==> config.mk <==
export PLATFORM = sky130hd
export DESIGN_NAME = konami_acceptor
export DESIGN_NICKNAME = d
export VERILOG_FILES = /design/src/rtl/konami_acceptor.sv
export SDC_FILE = /design/constraint.sdc
export NUM_CORES = 1
export LEC_CHECK = 0
export ABC_CLOCK_PERIOD_IN_PS = 3400
export CORE_AREA = 2 2 72 74
export DETAILED_ROUTE_END_ITERATION = 8
export DIE_AREA = 0 0 74 76
export PLACE_DENSITY = 0.77
export SYNTH_ARGS = -nofsm -noshare
export SYNTH_HDL_FRONTEND = slang
export SYNTH_SLANG_ARGS = --single-unit
==> constraint.sdc <==
create_clock -name clk -period 3.4 [get_ports clk]
set_clock_uncertainty 0.15 [all_clocks]
set_input_delay 0.85 -clock clk [delete_from_list [all_inputs] [get_ports clk]]
set_output_delay 0.85 -clock clk [all_outputs]
set_load 0.01 [all_outputs]
==> src/rtl/konami_acceptor.sv <==
// ============================================================================
// konami_acceptor : button synchroniser/edge detector and Konami-code tracker
// Revision 1.0    : initial release
// ============================================================================
`default_nettype none

module konami_acceptor #(
    parameter int TIMEOUT_CYCLES = 50000000,
    parameter int HOLD_CYCLES    = 100000000,
    parameter int CNT_W          = 27
) (
    input  logic       clk,
    input  logic       rst_n,
    input  logic       btn_up,
    input  logic       btn_down,
    input  logic       btn_left,
    input  logic       btn_right,
    input  logic       btn_b,
    input  logic       btn_a,
    output logic [3:0] state,
    output logic       unlocked,
    output logic       unlock_pulse
);

    localparam logic [3:0] c_ST_IDLE     = 4'd0;
    localparam logic [3:0] c_ST_UU       = 4'd2;
    localparam logic [3:0] c_ST_LAST     = 4'd9;
    localparam logic [3:0] c_ST_UNLOCKED = 4'd10;

    localparam logic [5:0] c_BTN_U = 6'b000001;
    localparam logic [5:0] c_BTN_D = 6'b000010;
    localparam logic [5:0] c_BTN_L = 6'b000100;
    localparam logic [5:0] c_BTN_R = 6'b001000;
    localparam logic [5:0] c_BTN_B = 6'b010000;
    localparam logic [5:0] c_BTN_A = 6'b100000;

    localparam logic [CNT_W-1:0] c_TIMEOUT_LAST = CNT_W'(TIMEOUT_CYCLES - 1);
    localparam logic [CNT_W-1:0] c_HOLD_LAST    = CNT_W'(HOLD_CYCLES - 1);

    logic [5:0]       w_raw;
    logic [5:0]       r_sync1, r_sync2, r_sync3;
    logic [5:0]       w_press;
    logic             w_any_event;
    logic             w_valid_event;
    logic [5:0]       w_expected;
    logic [3:0]       r_state, w_next_state;
    logic [CNT_W-1:0] r_timer, w_next_timer;
    logic             r_unlocked, w_next_unlocked;
    logic             r_pulse, w_next_pulse;

    assign w_raw = {btn_a, btn_b, btn_right, btn_left, btn_down, btn_up};

    always_ff @(posedge clk or negedge rst_n) begin
        if (!rst_n) begin
            r_sync1 <= '0;
            r_sync2 <= '0;
            r_sync3 <= '0;
        end else begin
            r_sync1 <= w_raw;
            r_sync2 <= r_sync1;
            r_sync3 <= r_sync2;
        end
    end

    assign w_press       = r_sync2 & ~r_sync3;
    assign w_any_event   = |w_press;
    // one-hot test: clearing the lowest set bit leaves nothing
    assign w_valid_event = w_any_event && ((w_press & (w_press - 6'd1)) == 6'd0);

    always_comb begin
        w_expected = 6'b000000;
        case (r_state)
            4'd0, 4'd1: w_expected = c_BTN_U;
            4'd2, 4'd3: w_expected = c_BTN_D;
            4'd4, 4'd6: w_expected = c_BTN_L;
            4'd5, 4'd7: w_expected = c_BTN_R;
            4'd8:       w_expected = c_BTN_B;
            4'd9:       w_expected = c_BTN_A;
            default:    w_expected = 6'b000000;
        endcase
    end

    // State register
    always_ff @(posedge clk or negedge rst_n) begin
        if (!rst_n) begin
            r_state    <= c_ST_IDLE;
            r_timer    <= '0;
            r_unlocked <= 1'b0;
            r_pulse    <= 1'b0;
        end else begin
            r_state    <= w_next_state;
            r_timer    <= w_next_timer;
            r_unlocked <= w_next_unlocked;
            r_pulse    <= w_next_pulse;
        end
    end

    // Next-state logic; an event always wins over a coincident timeout
    always_comb begin
        w_next_state = r_state;
        if (r_state > c_ST_UNLOCKED) begin
            w_next_state = c_ST_IDLE;
        end else if (r_state == c_ST_UNLOCKED) begin
            if (r_timer == c_HOLD_LAST) begin
                w_next_state = c_ST_IDLE;
            end
        end else if (w_any_event) begin
            if (w_valid_event && (w_press == w_expected)) begin
                w_next_state = r_state + 4'd1;
            end else if (w_valid_event && (w_press == c_BTN_U)) begin
                w_next_state = (r_state == c_ST_UU) ? c_ST_UU : 4'd1;
            end else begin
                w_next_state = c_ST_IDLE;
            end
        end else if ((r_state != c_ST_IDLE) && (r_timer == c_TIMEOUT_LAST)) begin
            w_next_state = c_ST_IDLE;
        end

        // any press restarts the idle/hold window, even while unlocked
        w_next_timer = '0;
        if ((w_next_state == r_state) && !w_any_event && (r_state != c_ST_IDLE)) begin
            w_next_timer = r_timer + 1'b1;
        end
    end

    // Output logic (registered one cycle later with the state)
    always_comb begin
        w_next_unlocked = (w_next_state == c_ST_UNLOCKED);
        w_next_pulse    = (w_next_state == c_ST_UNLOCKED) && (r_state == c_ST_LAST);
    end

    assign state        = r_state;
    assign unlocked     = r_unlocked;
    assign unlock_pulse = r_pulse;

endmodule

`default_nettype wire

* Yosys cells after proc, flatten, opt, wreduce, memory -nomap -nowiden
Memory sizes are Yosys's and may differ from the RTL's.
Cells that the tools add are included.
** Storage, ports and cells
- Flip-flop bits (word level) :: 51
- ROM bits :: 96
- Word-level logic and storage cells :: 44
- Memories kept :: 1
** Memory list
- (name not given) :: words 16, bits a word 6, read ports 1, clocked after Yosys merged registers in 0, write ports 0, RTL line 72 : case (r_state)
** Cells by class
- Add/sub/neg operators :: 3
- Order comparisons :: 1
- Equality and inequality tests :: 9
- Multiplexer cells :: 9
- Bitwise operators :: 3
- Reduce and logical (&&, ||, !) cells :: 11
** Operator list (number)
- $add A27 B1 Y27 const B :: 1
- $eq A27 B26 Y1 const B :: 1
- $eq A27 B27 Y1 const B :: 1
- $mux W27 :: 1
- $mux W4 :: 6
- $and A6 B6 Y6 :: 2
- $eq A4 B4 Y1 const B :: 3
- $logic_and A1 B1 Y1 :: 7
- $eq A6 B1 Y1 const B :: 1
- $eq A6 B6 Y1 :: 1
- $logic_not A6 Y1 :: 1
- $not A6 Y6 :: 1
- $reduce_or A6 Y1 :: 1
- $sub A6 B1 Y6 const B :: 1
- $add A4 B1 Y4 const B :: 1
- $eq A4 B2 Y1 const B :: 1
- $eq A4 B4 Y1 :: 1
- $gt A4 B4 Y1 const B :: 1
- $mux W2 :: 2
- $reduce_bool A4 Y1 :: 1
- $logic_not A1 Y1 :: 1

* Depth between registers and ports, before layout
- Word-level depth :: 16
- Depth in mapped cells :: 10
- Gate-level depth less buffers :: 9

* Worst setup path before layout
No wires, ideal clock.
- Path kind :: register -> register
- From :: register r_state[1] (netlist: state[1])
- To :: register r_timer[14]
- Setup time :: 96 ps
- Data arrival time :: 2259 ps
- Setup slack :: 896 ps
- Cell stages (with the launch flop) :: 11
- Buffers on the path :: 1
- Clock period less this slack :: 2504 ps
- Cells stage by stage :: dfrtp_1 inv_1 ha_1 nand3b_1 xnor2_1 a211oi_2 and3_4 nand3_4 mux2_4 buf_6 nor4_2
** Between the ends
- Longest elaborated chain between the ends :: 11
** RTL lines
- start, declared :: RTL line 46 : logic [3:0] r_state, w_next_state;
- start signal, assigned :: RTL line 86 : r_state <= c_ST_IDLE;
- start signal, assigned :: RTL line 91 : r_state <= w_next_state;
- $mem_v2 Z16 W6 / $eq A4 B2 Y1 (equally long branches)
- $eq A6 B6 Y1 / $mux W2 (equally long branches) :: RTL line 108, 111
- $logic_and A1 B1 Y1 / $mux W2 (equally long branches) :: RTL line 108, 110
- $mux W4 :: RTL line 108 : if (w_valid_event && (w_press == w_expected)) begin
- $mux W4 :: RTL line 107 : end else if (w_any_event) begin
- $mux W4 :: RTL line 103 : end else if (r_state == c_ST_UNLOCKED) begin
- $mux W4 :: RTL line 101 : if (r_state > c_ST_UNLOCKED) begin
- $eq A4 B4 Y1 :: RTL line 121 : if ((w_next_state == r_state) && !w_any_event && (r_state != c_ST_IDLE)) begin
- $logic_and A1 B1 Y1 :: RTL line 121
- $logic_and A1 B1 Y1 * :: RTL line 121
- $mux W27 * :: RTL line 121
- named net w_next_timer[14] :: RTL line 47 : logic [CNT_W-1:0] r_timer, w_next_timer;
- end signal, assigned :: RTL line 92 : r_timer <= w_next_timer;
- end, declared :: RTL line 47
Mark *: on every way through the listed nets, which the timed path passes. The rest lies on a longest branch.

* Final worst setup path
- From :: register r_state[1] (netlist: state[1])
- To :: register r_timer[13]
Same word-level chain as after synthesis.

==> results.md <==
* First-pass GRT wire length at 9030 um
* All-Layer GR Usage at 20.6%
* TNS Setup at 0 ns
* Internal power at 872 uW
* Sequential group share of total power at 55.1%
* GR Overflow Total at 0
* Die width at 74 um
* Worst-Margin Slew at 0.751 ns
* RD Place Congestion at around 0.89
* Detailed-route DRC error count at 0
* Worst path max stage delay at about 0.56 ns
* Critical-path maximum fanout at 16
* CTS root buffer: clkbuf_8
* Share of cells above drive strength 1 at 17.0%
* WP data arrival at 2.86 ns
* Port Buffers at 13
* Synth Area in XOR/XNOR at 9.43%
* Main synth FF type: dfrtp_1
* Hpwl dp at roughly 3800 um
* Final-report hold violation count at 0
* Clock buffer depth at 2
* Top cells by count, synth: dfrtp_1 (51), nor2_1 (22), xnor2_1 (19)
* Async set-reset flop share out of synthesis at 100%
* Netlist cell types at 61
* Num rows at 26
* Final #Nets at 289
* FF+latch count, synth at 51
* Gate Count Post-Synth at 255
* Syn Area/Cell at 10.9 um2
* Synth Area in Simple Gates at 28.1%
* DIE AREA at 0.00562 mm2
* Synth area leaders: dfrtp_1 (46%), xnor2_1 (6.0%), nor4_2 (4.5%), xor2_1 (3.5%), nor2_1 (3.0%)
* Hold Path Class: flip-flop to flip-flop
* Post-synth EDFFs at 0
* Fin crit share at 83.4%
* Largest family of logic cells by synthesized area: simple AND/OR/NAND/NOR gates
* Register area share after synthesis at 45.8%
* Netlist Area Pre-Place at 0.00279 mm2
* CTS resizes at 0
* Complex-gate fraction of the synthesized area at 10.5%
* P_sw at about 260 uW
* Min Clock Period, post-route at 2.84 ns
* Yosys Warn Count at 0
* Mapped Nets at 268
* Combinational Power Share at 7.0%
* Vias in the first global route at a little under 2k
* Cts bufs inserted at 5
* Clk pin slew, worst setup/hold paths at 0.10 ns
* Synth Area in Adders at 2.24%
* Largest area contributor in the synthesized netlist: dfrtp_1
* Max Cap Viol at 0
* Total routed wirelength at 5310 um
* CP cell instances: inv_1 > ha_1 > or3b_1 > nand3b_1 > nor3_1 > o21bai_1 > a211oi_1 > o21a_2 > nor4_1
* VDD IR-drop max at 0.000255 V
* DR vias/cell at 5.76
* Detailed Route Iter0 Violations at 114
* Area Overhead vs Synth at 11.6%
* Drt first pass iters at 4
* Hold slack at 0.207 ns
* Crit end category: flip-flop
* RSZ-0062 raised after global routing: false
* IO Pins at 14
* # clock sinks at 51
* H-tree levels at 2
* Share of the synthesized area in the top cell type at between 40% and 50%
* Initial Util at 56.7%
* Max Freq at around 0.35 GHz
* Static leakage at 1.15 nW
* Sw frac at 23.1%
* Worst-skew pair later-pin latency at 0.30 ns
* Critical path class: flip-flop to flip-flop
* Run status: finished, final reports clean
* Slew HR at approximately half
* Count leader, synth: dfrtp_1
* Startpoint types: flip-flop
* Post-route ant nets at 0
* Clk network pwr share at between 30% and 40%
* Mux share of post-synthesis cell area at less than 1%
* Antenna violations before repair at 0
* PD cells at 365 mW/mm2
* Slew Limit Fails at 0
* Slowest CP cell: dfrtp_1
* DR WL/cell at about 15 um
* Core region area at 0.00491 mm2
* Ant. Diodes at 0
* Detailed-route via count at 1999
* Count of final setup violators at 0
* Largest net degree at the start of global routing at 34
* Chip height at between 70 and 80 um
* CTS tree: done
* Required time worst endpoint at about 3.4 ns
-- path summary, 6_finish.rpt --
check | from | to | slack [ns] | depth (start not counted)
worst max-delay path | state[1] | r_timer[13] | 0.56 | 9
worst min-delay path | r_sync1[1] | r_sync2[1] | 0.21 | 0
worst max register to register | state[1] | r_timer[13] | 0.56 | 9
worst min register to register | r_sync1[1] | r_sync2[1] | 0.21 | 0
max in group asynchronous | rst_n | r_timer[25] | 2.01 | 2
min in group asynchronous | rst_n | r_timer[4] | 0.46 | 1
-- critical path, delay by kind of cell (launching register included) --
kind                     cells  cell delay (ns)
adder cells (fa/ha/maj)      1             0.22
AND/OR/NAND/NOR              4             0.79
flip-flops                   1             0.56
buffers and inverters        1             0.16
AO/OA/AOI/OAI                3             0.83
-- cells in the final DEF (no fill, tap or decap), drive strengths merged, types with 5 or more instances in the layout --
master	n
and4	5
buf	9
clkbuf	5
clkdlybuf4s50	12
dfrtp	51
ha	5
inv	8
nand2	14
nand2b	6
nand3	15
nand4	9
nor2	23
nor2b	7
nor3	10
nor4	16
o21ai	6
o31ai	5
xnor2	19
xor2	11
-- timing repair --
| item | in CTS | in global routing |
|---|---|---|
| setup buffers | 0 | 2 |
| endpoints found under the setup margin | 0 | 9 |
| hold buffers | 0 | 0 |
-- final cells by class --
class | instances | area [um2]
repair buffers | 21 | 185
inverters | 8 | 30.0
well taps | 70 | 87.6
fillers | 416 | 1800
clock inverters | 3 | 46.3
multi-input cells | 189 | 1420
clock buffers | 5 | 68.8
flip-flops and latches | 51 | 1280
-- routing by layer --
metal | global-route usage (%) | vias up | routed length, um
met4 | 5.45 | 0 | 55
met5 | 0 | - | 0
met3 | 4.10 | 6 | 115
li1 | - | 976 | -
met2 | 33.8 | 28 | 2670
met1 | 27.5 | 989 | 2470
-- registers in the layout (all words and copies together) (netlist names) --
signal,flops
r_sync1,6
r_sync2,6
r_sync3,6
r_timer,27
state,4
unlock_pulse,1
unlocked,1
-- stage by stage --
step | setup WS, ns | power, mW | instances | instance area, um2 | util [%]
after floorplan | 0.896 | 0.681 | 255 | 2790 | -
after global placement | 0.399 | 0.713 | 337 | 2980 | 60.7
after detailed placement | 0.280 | 0.716 | 337 | 2980 | 60.7
after CTS | 0.255 | 1.14 | 345 | 3100 | 63.0
after global routing | 0.314 | 1.17 | 347 | 3110 | 63.3
final | 0.565 | 1.13 | 347 | 3110 | 63.3
-- cells by family (layout without fill, tap and decap cells) --
group | after synthesis | after routing
XOR/XNOR | 30 | 30
multiplexers | 1 | 1
AND/OR/NAND/NOR | 120 | 120
AO/OA/AOI/OAI | 33 | 33
flip-flops | 51 | 51
buffers and inverters | 15 | 37
adder cells (fa/ha/maj) | 5 | 5
-- power groups by stage --
| stage | Combinational (mW) | Sequential (mW) | Clock [mW] |
|---|---|---|---|
| after floorplan | 0.0449 | 0.636 | 0 |
| final | 0.0793 | 0.624 | 0.430 |
| after CTS | 0.0797 | 0.625 | 0.439 |
| after detailed placement | 0.0793 | 0.637 | 0 |
| after global routing | 0.0871 | 0.626 | 0.461 |
| after global placement | 0.0773 | 0.636 | 0 |
(Power assumes the default switching activity.)
==> RTL edit 1: new RTL, same flow settings <==
Add an input register stage for `btn_up`, `btn_down`, `btn_left`, `btn_right`, `btn_b` and `btn_a`, cleared by the reset; this delays them by one clock.
--- a/src/rtl/konami_acceptor.sv
+++ b/src/rtl/konami_acceptor.sv
@@ -37,6 +37,31 @@
     localparam logic [CNT_W-1:0] c_TIMEOUT_LAST = CNT_W'(TIMEOUT_CYCLES - 1);
     localparam logic [CNT_W-1:0] c_HOLD_LAST    = CNT_W'(HOLD_CYCLES - 1);
 
+    logic btn_up_q;
+    logic btn_down_q;
+    logic btn_left_q;
+    logic btn_right_q;
+    logic btn_b_q;
+    logic btn_a_q;
+
+    always_ff @(posedge clk or negedge rst_n) begin
+        if (!rst_n) begin
+            btn_up_q    <= '0;
+            btn_down_q  <= '0;
+            btn_left_q  <= '0;
+            btn_right_q <= '0;
+            btn_b_q     <= '0;
+            btn_a_q     <= '0;
+        end else begin
+            btn_up_q    <= btn_up;
+            btn_down_q  <= btn_down;
+            btn_left_q  <= btn_left;
+            btn_right_q <= btn_right;
+            btn_b_q     <= btn_b;
+            btn_a_q     <= btn_a;
+        end
+    end
+
     logic [5:0]       w_raw;
     logic [5:0]       r_sync1, r_sync2, r_sync3;
     logic [5:0]       w_press;
@@ -48,7 +73,7 @@
     logic             r_unlocked, w_next_unlocked;
     logic             r_pulse, w_next_pulse;
 
-    assign w_raw = {btn_a, btn_b, btn_right, btn_left, btn_down, btn_up};
+    assign w_raw = {btn_a_q, btn_b_q, btn_right_q, btn_left_q, btn_down_q, btn_up_q};
 
     always_ff @(posedge clk or negedge rst_n) begin
         if (!rst_n) begin
Formal check against the unedited RTL: not equivalent (Yosys sat finds a counterexample within 4 cycles, from zero or initial values and one cycle with rst_n low).
==> RTL edit 1 against the unedited design <==
  * First-iteration DRC count up 36%
  * Cell area up 8.6%
  * Via count increased by 5.4%
  * Clock power grew 46%
  * Worst setup slack worse by 0.099 ns
  * Sequential share of layout area rose by 1.2 points
  * Sequential cell count rose by 6
  * Area after synthesis increased by 5.4%
  * Combinational power increased by 2%
  * Sequential power rose by 13%
  * Power increased by 24%
  * Wire length is 6.8% higher
  * Global-route usage increased by 2.5 points
==> RTL edit 1: results (changes against the unedited design) <==
- Pleak: 1.29 nW (was 1.15 nW)
- Crit path DAT: 3.01 ns (was 2.86 ns)
- Asr flop ratio synth: 1.00 (unchanged)
- Max_slew headroom: 0.653 (was 0.500)
- GP Congestion: 0.849 (was 0.889)
- Max Slew Vio Count: 0 (unchanged)
- Port bufs: 13 (unchanged)
- Sequential share of the synthesized area: 0.486 (was 0.458)
- Outcome: finished, final reports clean (unchanged)
- Storage cell area: 1430 um^2 (was 1280 um^2)
- Total CTS buffers: 9 (was 5)
- Final non-clock buffer share: 0.0659 (was 0.0595)
- Top reg by flops: r_timer (unchanged)
- Wirelength per Cell: 15.5 um (was 15.3 um)
- Critical path peak fanout: 9 (was 16)
- Later-pin clock latency in the skew report: 0.34 ns (was 0.30 ns)
- Number of flip-flops in the largest register: 27 (unchanged)
- Multi-input gate area: 1420 um^2 (unchanged)
- Comb pwr: 0.0810 mW (was 0.0793 mW)
- # placed instances: 343 (was 337)
- Finished Layout Cells: 366 (was 347)
- Worst-path clk slew: 0.06 ns (was 0.10 ns)
- Resize count post-CTS: 0 (unchanged)
- Htree depth: 3 (was 2)
- Buffers excl. clock: 26 (was 21)
- Gate power share: 0.057 (was 0.070)
- Drt pass-1 iters: 4 (unchanged)
- Gr usage total: 0.231 (was 0.206)
- #MultiIn Comb: 189 (unchanged)
- Clock-cell share of area: 0.0581 (was 0.0370)
- Synth top area cells: dfrtp_1 49%, xnor2_1 5.7%, nor4_2 4.3% (was dfrtp_1 46%, xnor2_1 6.0%, nor4_2 4.5%)
- Post-DP HPWL: 3870 um (was 3780 um)
- Drt via density: 5.76 (about the same)
- Diode count: 0 (unchanged)
- Sequential share of power: 0.497 (was 0.551)
- Initial antenna violation count: 0 (unchanged)
- Share of cells above drive strength 1: 0.199 (was 0.170)
- DR iter-0 viols: 155 (was 114)
- Sw Ratio: 0.233 (was 0.231)
- Seq_cells: 57 (was 51)
- Nets@finish: 304 (was 289)
- Finish-stage setup viols: 0 (unchanged)
- Main synth FF type: dfrtp_1 (unchanged)
- Largest net degree at the start of global routing: 24 (was 34)
- Top power group: sequential cells (unchanged)
- Fill count: 355 (was 416)
- Mapped Cells: 261 (was 255)
- Clock buffers: 11 (was 5)
- First-pass GRT wire length: 9940 um (was 9030 um)
- Vias in the first global route: 2138 (was 1963)
- Max Root-Sink Buffers: 2 (unchanged)
- Synth top cells by count: 57 x dfrtp_1, 22 x nor2_1, 19 x xnor2_1 (was 51 x dfrtp_1, 22 x nor2_1, 19 x xnor2_1)
- Syn nets: 274 (was 268)
- Worst VDD drop: 0.321 mV (was 0.255 mV)
## RTL edit 1: cell types whose count changed after synthesis
cell	before	now
dfrtp_1	51	57
## RTL edit 1: worst max-delay path, cell delays in order, from the launching register on
cell and delay [ns]:
dfrtp_1 0.50, inv_1 0.17, ha_1 0.17, nand3b_1 0.13, xnor2_1 0.18, a211oi_2 0.27, and3_4 0.27, and4_4 0.25
o31ai_4 0.05, buf_4 0.18, buf_4 0.18, nor4b_1 0.31
## RTL edit 1: stage by stage
stage	area [um^2]	hold WS (ns)	setup slack, ns
floorplan	2940	0.181	0.896
global placement	3130	0.182	0.381
detailed placement	3130	0.186	0.316
CTS	3330	0.199	0.280
global route	3380	0.203	0.250
finish	3380	0.194	0.466
## RTL edit 1: kinds of logic after synthesis
logic type,count (synthesis),synth area share
muxes,1,0.00511
and+or+nand+nor,120,0.267
adders and majority gates,5,0.0213
AOI/OAI and AO/OA,33,0.0997
xor gates and xnor gates,30,0.0894
buffers and inverters,15,0.0324
DFF,57,0.486
## RTL edit 1: routing by layer
metal,part of all wire,GRT usage
met1,0.46,0.323
met2,0.45,0.329
met5,0,0
met3,0.052,0.0489
met4,0.029,0.135
## RTL edit 1: worst paths after layout
check | from | to | slack (ns) | depth (start not counted)
max | state[1]$_DFF_PN0_ | r_timer[12]$_DFF_PN0_ | 0.47 | 11
min | r_sync1[3]$_DFF_PN0_ | r_sync2[3]$_DFF_PN0_ | 0.19 | 0
max reg2reg | state[1]$_DFF_PN0_ | r_timer[12]$_DFF_PN0_ | 0.47 | 11
min reg2reg | r_sync1[3]$_DFF_PN0_ | r_sync2[3]$_DFF_PN0_ | 0.19 | 0
max in group asynchronous | rst_n | r_timer[24]$_DFF_PN0_ | 2.17 | 2
min in group asynchronous | rst_n | r_sync1[4]$_DFF_PN0_ | 0.31 | 1
==> RTL edit 2: new RTL, same flow settings <==
Made on the original files. `CNT_W`: 27 -> 19.
--- a/src/rtl/konami_acceptor.sv
+++ b/src/rtl/konami_acceptor.sv
@@ -7,7 +7,7 @@
 module konami_acceptor #(
     parameter int TIMEOUT_CYCLES = 50000000,
     parameter int HOLD_CYCLES    = 100000000,
-    parameter int CNT_W          = 27
+    parameter int CNT_W          = 19
 ) (
     input  logic       clk,
     input  logic       rst_n,
Formal check against the unedited RTL: same outputs for any inputs over 10 cycles, from zero or initial values and one cycle with rst_n low; that may be too few to reach the edited logic, so the function may still have changed.
==> RTL edit 2 against the unedited design <==
  * Cell area decreased by 18%
  * Fmax down 4.1%
  * Non-clock buffer count down 7
  * Worst setup slack worse by 0.12 ns
  * Area after synthesis is 19% lower
  * Power down 16%
  * Critical path depth unchanged
  * Wire length fell by 20%
  * Sequential cell count down 8
  * Global-route usage shrank 3.8 points
  * Via count down 16%
  * Sequential share of layout area is 1.2 points higher
  * Critical path type unchanged
  * Largest cell class unchanged
==> RTL edit 2: results (changes against the unedited design) <==
- Met2 WL: 2020 um (was 2670 um)
- GR Util met2: 0.250 (was 0.338)
- Drt via density: 5.50 (was 5.76)
- Sequential share of the synthesized area: 0.477 (was 0.458)
- Post-DP HPWL: 3000 um (was 3780 um)
- Measured slew at the worst slew-check pin: 0.932 ns (was 0.751 ns)
- Wirelength per Cell: 13.9 um (was 15.3 um)
- Highest metal used: met4 (unchanged)
- Diode count: 0 (unchanged)
- Synth top cells by count: 43 x dfrtp_1, 22 x nor2_1, 17 x nand2_1 (was 51 x dfrtp_1, 22 x nor2_1, 19 x xnor2_1)
- Synth top area cells: dfrtp_1 48%, xor2_1 4.7%, nor2_1 3.7% (was dfrtp_1 46%, xnor2_1 6.0%, nor4_2 4.5%)
- DR iter-0 viols: 141 (was 114)
- R2r setup slk: 0.44 ns (was 0.56 ns)
- Hold_sp: r_sync1[2]$_DFF_PN0_ (was r_sync1[1]$_DFF_PN0_)
- Vias in the first global route: 1597 (was 1963)
- Number of flip-flops in the largest register: 19 (was 27)
- Worst VDD drop: 0.246 mV (was 0.255 mV)
- Met3 WL: 171 um (was 115 um)
- Synth cell types: 52 (was 61)
- Share of cells above drive strength 1: 0.0932 (was 0.170)
- Worst r2r src: state[1]$_DFF_PN0_ (unchanged)
- Finished Layout Cells: 306 (was 347)
- Nets@finish: 248 (was 289)
- Largest net degree at the start of global routing: 44 (was 34)
- Port bufs: 13 (unchanged)
- Pleak: 0.992 nW (was 1.15 nW)
- GP Congestion: 0.929 (was 0.889)
- Critical path peak fanout: 10 (was 16)
- GR Util met3: 0.0437 (was 0.0410)
- Adder-Cell Fraction of Synth Area: 0.0277 (was 0.0224)
- First-pass GRT wire length: 7430 um (was 9030 um)
- Met1 Track Usage GR: 0.236 (was 0.275)
- Last element of the critical path: r_timer[12]$_DFF_PN0_ (was r_timer[13]$_DFF_PN0_)
- M1 WL: 1980 um (was 2470 um)
- Yosys warns: 0 (unchanged)
- Synth Area in XOR/XNOR: 0.0815 (was 0.0943)
- Post-place setup slack: 0.487 ns (was 0.280 ns)
- Gate power share: 0.081 (was 0.070)
- # placed instances: 298 (was 337)
- Syn nets: 230 (was 268)
- Hold endpoint: r_sync2[2]$_DFF_PN0_ (was r_sync2[1]$_DFF_PN0_)
- Critical path's largest stage delay: 0.51 ns (was 0.56 ns)
- Outcome: finished, final reports clean (unchanged)
- Sw power: 0.247 mW (was 0.262 mW)
- Multiplexer area fraction after synthesis: 0 (was 0.00539)
- Hold path cells: 0 (unchanged)
- Worst r2r path cells: 9 (unchanged)
- Crit path DAT: 2.97 ns (was 2.86 ns)
- Compound-Gate Fraction of Synth Area: 0.129 (was 0.105)
- Final min period: 2.96 ns (was 2.84 ns)
- Largest family of logic cells by synthesized area: simple AND/OR/NAND/NOR gates (unchanged)
- Min-Delay Path Class: reg2reg (unchanged)
- Mapped Cells: 217 (was 255)
- Clk pwr share: 0.359 (was 0.380)
- Cell family with most CP delay: simple AND/OR/NAND/NOR gates (was compound AO/OA/AOI/OAI gates)
- Gr usage total: 0.168 (was 0.206)
==> RTL edit 2: cell types whose count changed in the layout (fill, tap and decap cells not counted), sizes merged, moves of 3 or more <==
cell,before,now
nand4b,0,3
o31ai,5,2
buf,9,2
nand4,9,6
nor4,16,11
nand3,15,12
nand2,14,17
nor3,10,5
and4,5,1
a311oi,3,0
dfrtp,51,43
xnor2,19,9
==> RTL edit 2: metrics by stage <==
| step | util | hold slack (ns) | power [mW] | area, um^2 |
|---|---|---|---|---|
| floorplan | - | 0.181 | 0.585 | 2260 |
| global placement | 0.500 | 0.182 | 0.619 | 2450 |
| detailed placement | 0.500 | 0.186 | 0.619 | 2450 |
| CTS | 0.519 | 0.208 | 0.966 | 2550 |
| global route | 0.519 | 0.215 | 1.00 | 2550 |
| finish | 0.519 | 0.205 | 0.951 | 2550 |
==> RTL edit 2: worst register-to-register path, cell delays in order, from the launching register on <==
cell	delay [ns]
dfrtp_1	0.51
inv_1	0.26
ha_1	0.20
nand3b_1	0.16
xnor2_1	0.19
o221ai_1	0.12
nand4b_2	0.37
nor3b_2	0.29
a211oi_4	0.43
nor4_1	0.13
==> RTL edit 2: area by class of cell <==
type | count | area [um^2]
Fill cell | 456 | 2360
Multi-Input combinational cell | 165 | 1140
Sequential cell | 43 | 1080
Timing Repair Buffer | 14 | 133
Tap cell | 70 | 87.6
Clock buffer | 5 | 68.8
Clock inverter | 3 | 26.3
Inverter | 6 | 22.5
==> RTL edit 2: cells by family after synthesis <==
kind of cell             Yosys count
AND/OR/NAND/NOR                  106
flip-flops                        43
AO/OA/AOI/OAI                     33
XOR/XNOR                          21
buffers and inverters              9
adder cells (fa/ha/maj)            5
